File: config.mk
export PLATFORM = sky130hd
export DESIGN_NAME = vga_sync_gen
export DESIGN_NICKNAME = d
export VERILOG_FILES = /design/src/rtl/vga_sync_gen.sv
export SDC_FILE = /design/constraint.sdc
export NUM_CORES = 1
export LEC_CHECK = 0
export ABC_AREA = 1
export BUFFER_PORTS_ARGS = -buffer_cell sky130_fd_sc_hd__buf_2
export CAP_MARGIN = 0
export CORE_AREA = 2 2 66 68
export CTS_CLUSTER_DIAMETER = 30
export DETAILED_ROUTE_END_ITERATION = 10
export DIE_AREA = 0 0 68 70
export PLACE_DENSITY = 0.77
export SLEW_MARGIN = 40
export SYNTH_ARGS = -nofsm -noshare
export SYNTH_HDL_FRONTEND = slang
export SYNTH_SLANG_ARGS = --single-unit
File: constraint.sdc
create_clock -name clk -period 2.1 [get_ports clk]
set_input_delay 0.42 -clock clk [delete_from_list [all_inputs] [get_ports clk]]
set_output_delay 0.42 -clock clk [all_outputs]
set_load 0.02 [all_outputs]
File: src/rtl/vga_sync_gen.sv
// rtl/vga_sync_gen.sv - VGA pixel/line timing generator with sync, blanking and frame strobes
module vga_sync_gen #(
  parameter int DIV    = 2,
  parameter int H_DISP = 640,
  parameter int H_FP   = 16,
  parameter int H_SYNC = 96,
  parameter int H_BP   = 48,
  parameter int V_DISP = 480,
  parameter int V_FP   = 10,
  parameter int V_SYNC = 2,
  parameter int V_BP   = 33
) (
  input  logic       clk,
  input  logic       reset,
  output logic       p_tick,
  output logic [9:0] pixel_x,
  output logic [9:0] pixel_y,
  output logic       hsync,
  output logic       vsync,
  output logic       video_on,
  output logic       frame_tick,
  output logic [7:0] frame_cnt
);

  localparam int H_TOTAL = H_DISP + H_FP + H_SYNC + H_BP;
  localparam int V_TOTAL = V_DISP + V_FP + V_SYNC + V_BP;

  localparam logic [3:0] DIV_LAST = 4'(DIV - 1);
  localparam logic [9:0] H_LAST   = 10'(H_TOTAL - 1);
  localparam logic [9:0] V_LAST   = 10'(V_TOTAL - 1);
  localparam logic [9:0] HS_START = 10'(H_DISP + H_FP);
  localparam logic [9:0] HS_END   = 10'(H_DISP + H_FP + H_SYNC - 1);
  localparam logic [9:0] VS_START = 10'(V_DISP + V_FP);
  localparam logic [9:0] VS_END   = 10'(V_DISP + V_FP + V_SYNC - 1);
  localparam logic [9:0] H_VIS    = 10'(H_DISP);
  localparam logic [9:0] V_VIS    = 10'(V_DISP);
  localparam logic [9:0] FT_LINE  = 10'(V_DISP + 1);

  logic [3:0] divider_q, divider_d;
  logic [9:0] pixel_x_q, pixel_x_d;
  logic [9:0] pixel_y_q, pixel_y_d;
  logic       hsync_q, hsync_d;
  logic       vsync_q, vsync_d;
  logic       video_on_q, video_on_d;
  logic [7:0] frame_cnt_q, frame_cnt_d;
  logic       tick;
  logic       frame_hit;

  always_comb begin
    tick      = (divider_q == DIV_LAST);
    divider_d = tick ? 4'd0 : divider_q + 4'd1;

    pixel_x_d = pixel_x_q;
    pixel_y_d = pixel_y_q;
    if (tick) begin
      if (pixel_x_q == H_LAST) begin
        pixel_x_d = 10'd0;
        pixel_y_d = (pixel_y_q == V_LAST) ? 10'd0 : pixel_y_q + 10'd1;
      end else begin
        pixel_x_d = pixel_x_q + 10'd1;
      end
    end

    // Decoding the next-state counters lets the flopped syncs line up with pixel_x/pixel_y.
    hsync_d    = !((pixel_x_d >= HS_START) && (pixel_x_d <= HS_END));
    vsync_d    = !((pixel_y_d >= VS_START) && (pixel_y_d <= VS_END));
    video_on_d = (pixel_x_d < H_VIS) && (pixel_y_d < V_VIS);

    frame_hit   = tick && (pixel_x_q == 10'd0) && (pixel_y_q == FT_LINE);
    frame_cnt_d = frame_hit ? frame_cnt_q + 8'd1 : frame_cnt_q;
  end

  always_ff @(posedge clk or posedge reset) begin
    if (reset) begin
      divider_q   <= 4'd0;
      pixel_x_q   <= 10'd0;
      pixel_y_q   <= 10'd0;
      hsync_q     <= 1'b1;
      vsync_q     <= 1'b1;
      video_on_q  <= 1'b1;
      frame_cnt_q <= 8'd0;
    end else begin
      divider_q   <= divider_d;
      pixel_x_q   <= pixel_x_d;
      pixel_y_q   <= pixel_y_d;
      hsync_q     <= hsync_d;
      vsync_q     <= vsync_d;
      video_on_q  <= video_on_d;
      frame_cnt_q <= frame_cnt_d;
    end
  end

  assign p_tick     = tick;
  assign pixel_x    = pixel_x_q;
  assign pixel_y    = pixel_y_q;
  assign hsync      = hsync_q;
  assign vsync      = vsync_q;
  assign video_on   = video_on_q;
  assign frame_tick = frame_hit;
  assign frame_cnt  = frame_cnt_q;

endmodule

==> reports/summary.json <==
{
  "result_of_the_run": {"value": "complete, but fails checks"},
  "violations": {"value": "negative setup slack"},
  "regArea": {"value": 881, "unit": "um2"},
  "ys.flop_type": {"value": "sky130_fd_sc_hd__dfrtp_1"},
  "max-vdd-ir-drop": {"value": 0.000304, "unit": "V"},
  "synthToLayoutAreaGrowth": {"value": 17.0, "unit": "%"},
  "rsz_0062_raised_after_global_routing": {"value": "true"},
  "floorplan.die_area": {"value": 4760, "unit": "um2"},
  "initial_core_util": {"value": 0.534},
  "nNetsFinal": {"value": 358},
  "holdCritPathClass": {"value": "in -> async"},
  "cts_inserted_buffers": {"value": 5},
  "synthesis.area_per_instance": {"value": 7.23, "unit": "um2"},
  "worst_r2r_endpoint": {"value": "vsync$_DFF_PP1_"},
  "critical_path_class": {"value": "reg -> out"},
  "cts-root-to-sink-buffers": {"value": 2},
  "first_pass_iters": {"value": 4},
  "top_level_ports": {"value": 35},
  "floorplan.core_area": {"value": 4140, "unit": "um2"},
  "cpLargestDelayFamily": {"value": "simple AND/OR/NAND/NOR gates"},
  "route.met2.wl": {"value": 2560, "unit": "um"},
  "finalMaxSlewViolations": {"value": 0},
  "clock_tree_from_tritoncts": {"value": "done"},
  "synth_top_area_frac": {"value": 0.362},
  "fp.dieW": {"value": 68, "unit": "um"},
  "yosys.cell_count.top_type": {"value": "sky130_fd_sc_hd__nand2_1"},
  "critical_path_arrival": {"value": 1710, "unit": "ps"},
  "yosysWarningCount": {"value": 0},
  "maxUsedRoutingLayer": {"value": "met4"},
  "cts.clk_slew.worst_paths": {"value": 70, "unit": "ps"},
  "wirelength_met1": {"value": 2210, "unit": "um"},
  "path_buf_inv": {"value": 2},
  "final_core_util": {"value": 0.625},
  "gp_congestion": {"value": 1.04},
  "cts_hold_buffers": {"value": 0},
  "slew_headroom": {"value": 0.707},
  "postSynthRegisterBits": {"value": 35},
  "netlist.top_cell.by_area": {"value": "sky130_fd_sc_hd__dfrtp_1"},
  "worst-r2r-cell-count": {"value": 11},
  "grt_start_max_net_pins": {"value": 36},
  "cts_sinks": {"value": 35},
  "endpoint_class_of_the_critical_path": {"value": "primary output"},
  "critPathMaxFanout": {"value": 3},
  "slowest_stage_delay_cp": {"value": 400, "unit": "ps"},
  "global_route_wire_length_before_repair": {"value": 8490, "unit": "um"},
  "netlist-cell-type-count": {"value": 30},
  "drv.max_cap_violation_count": {"value": 0},
  "synthesis.area": {"value": 2210, "unit": "um2"},
  "placement_rows": {"value": 24},
  "synthesis.nets": {"value": 314},
  "antenna_cells": {"value": 0},
  "worst_r2r_startpoint": {"value": "pixel_x[1]$_DFF_PP0_"},
  "critical_path_rt": {"value": 1680, "unit": "ps"},
  "min_period": {"value": 2130, "unit": "ps"},
  "number_of_nets_still_failing_antenna_checks_after_routing": {"value": 0},
  "global_route.overflow_total": {"value": 0},
  "max_clk_rate": {"value": 0.468, "unit": "GHz"},
  "power_density": {"value": 474, "unit": "nW/um2"},
  "grt_antenna_before_repair": {"value": 0},
  "via_per_inst": {"value": 5.23},
  "r2r_setup_slack": {"value": 220, "unit": "ps"},
  "ys_async_sr_fraction": {"value": 1.00},
  "report.final.setup_viol": {"value": 1},
  "multi_input_area": {"value": 1100, "unit": "um2"},
  "worst-slew-pin-transition": {"value": 439, "unit": "ps"},
  "number_of_global_route_vias_before_repair": {"value": 1910},
  "standby_leakage_power": {"value": 1.40, "unit": "nW"},
  "met3RoutedLength": {"value": 288, "unit": "um"},
  "share_of_the_yosys_chip_area_belonging_to_registers": {"value": 0.397},
  "numPortBuffers": {"value": 34},
  "global_router_s_overall_resource_usage": {"value": 0.234},
  "detailroute.via_count": {"value": 2107},
  "detail_route.drc_violations": {"value": 0},
  "finalWorstSetupSlack": {"value": -34.9, "unit": "ps"},
  "detail_route.wirelength": {"value": 5120, "unit": "um"},
  "number_of_cells_produced_by_synthesis": {"value": 306},
  "synth_edf_count": {"value": 0},
  "first_iter_violations": {"value": 147},
  "final.fill_count": {"value": 399},
  "tcrit_tclk_final": {"value": 1.02},
  "cts-root-buf": {"value": "sky130_fd_sc_hd__clkbuf_8"},
  "synth_top_cells_by_count": {"value": "sky130_fd_sc_hd__nand2_1 (79), sky130_fd_sc_hd__inv_1 (51), sky130_fd_sc_hd__dfrtp_1 (32)"},
  "fp.dieH": {"value": 70, "unit": "um"},
  "drive_gt1_frac": {"value": 0.211},
  "synth.area.top_cells": {"value": "sky130_fd_sc_hd__dfrtp_1 (36%), sky130_fd_sc_hd__nand2_1 (13%), sky130_fd_sc_hd__inv_1 (8.6%)"},
  "cpMaxStageDelayCell": {"value": "sky130_fd_sc_hd__dfrtp_1"},
  "wl_per_cell": {"value": 12.7, "unit": "um"},
  "hold_violations": {"value": 0},
  "start_kind": {"value": "register"},
  "critical_path.cell_chain": {"value": "inv_2 > ha_1 > nand3_1 > nor4_2 > nand3_1 > nor4_2 > buf_4"},
  "clk_latency": {"value": 290, "unit": "ps"},
  "skew": {"value": 7.28, "unit": "ps"},
  "htree_levels": {"value": 2},
  "post_detail_place_hpwl": {"value": 3940, "unit": "um"},
  "setup_total_negative_slack": {"value": -34.9, "unit": "ps"}
}
-- where the power goes --
| group | internal [mW] | total (mW) | switching (mW) |
|---|---|---|---|
| clock network | 0.299 | 0.539 | 0.239 |
| registers | 0.674 | 0.674 | 0 |
| logic | 0.00202 | 0.0148 | 0.0128 |
-- worst max path at each step --
stage,from,end,depth (start not counted)
global route,pixel_y[1]$_DFF_PP0_,frame_tick,7
detailed placement,pixel_y[1]$_DFF_PP0_,frame_tick,7
finish,pixel_y[1]$_DFF_PP0_,frame_tick,7
CTS,pixel_y[1]$_DFF_PP0_,frame_tick,7
global placement,pixel_x[6]$_DFF_PP0_,vsync$_DFF_PP1_,10
floorplan,pixel_y[1]$_DFF_PP0_,frame_tick,6
-- layout make-up --
class,count,area share
Tap cell,52,0.0251
Inverter,57,0.0831
Timing Repair Buffer,41,0.0870
Sequential cell,35,0.340
Multi-Input combinational cell,210,0.426
Clock buffer,8,0.0386
-- routing by layer --
metal | vias up | global-route usage
li1 | 1055 | -
met3 | 9 | 0.0483
met1 | 971 | 0.314
met5 | - | 0
met4 | 0 | 0.0689
met2 | 72 | 0.376
-- cell families after synthesis --
group | after synthesis | synth area share
flops | 35 | 0.397
buf+inv | 61 | 0.111
compound gates | 21 | 0.0509
xor+xnor | 9 | 0.0356
fa+ha+maj | 6 | 0.0339
simple gates | 174 | 0.371
-- cells in the final DEF, fill, tap and decap left out, types with 2 or more instances in the layout --
master,Yosys,routed
sky130_fd_sc_hd__dfrtp_1,32,31
sky130_fd_sc_hd__clkbuf_8,0,7
sky130_fd_sc_hd__inv_2,4,5
sky130_fd_sc_hd__o21ai_0,16,16
sky130_fd_sc_hd__inv_1,51,50
sky130_fd_sc_hd__nand3b_1,2,2
sky130_fd_sc_hd__nor2_4,3,3
sky130_fd_sc_hd__ha_1,6,6
sky130_fd_sc_hd__nand3_1,27,27
sky130_fd_sc_hd__nand4_1,17,17
sky130_fd_sc_hd__nor2_2,1,2
sky130_fd_sc_hd__buf_2,0,33
sky130_fd_sc_hd__nor2_1,29,28
sky130_fd_sc_hd__nor4_2,0,2
sky130_fd_sc_hd__buf_4,2,8
sky130_fd_sc_hd__nor3_1,3,3
sky130_fd_sc_hd__xor2_1,8,8
sky130_fd_sc_hd__nand2_1,79,79
sky130_fd_sc_hd__dfstp_2,3,3
sky130_fd_sc_hd__nand2_2,5,5
sky130_fd_sc_hd__nand3_2,3,3
sky130_fd_sc_hd__o21ai_1,2,2
-- flip-flops by register name, summed over array words and instances (netlist names) --
name and flops:
video_on 1, hsync 1, pixel_y 10, pixel_x 10
vsync 1, divider_q 4, frame_cnt 8
-- what timing repair did --
item                                    in CTS  in global routing
endpoints found under the setup margin       1                  1
endpoints found under the hold margin        0                  0
pin swaps                                    0                  2
setup buffers                                0                  2
gates cloned                                 0                  0
resized for setup                            2                  4
-- worst register-to-register path: cells and delay by family (launching register included) --
kind | cells | cell delay [ps]
and+or+nand+nor | 9 | 1010
AOI/OAI and AO/OA | 1 | 210
adders and majority gates | 1 | 200
DFF | 1 | 410
-- through the flow --
| step | area (um2) | worst slack, ps | power, mW | hold slack, ps | cells |
|---|---|---|---|---|---|
| 4_1_cts | 2560 | -59.2 | 1.23 | 233 | 401 |
| 3_3_place_gp | 2460 | 258 | 0.703 | 466 | 393 |
| 2_1_floorplan | 2210 | 4.97 | 0.697 | 445 | 306 |
| 3_5_place_dp | 2460 | 190 | 0.703 | 472 | 393 |
| 5_1_grt | 2590 | -182 | 1.27 | 249 | 403 |
| 6_report | 2590 | -34.9 | 1.23 | 211 | 403 |
Note: power is estimated with default switching activity, not from simulation.
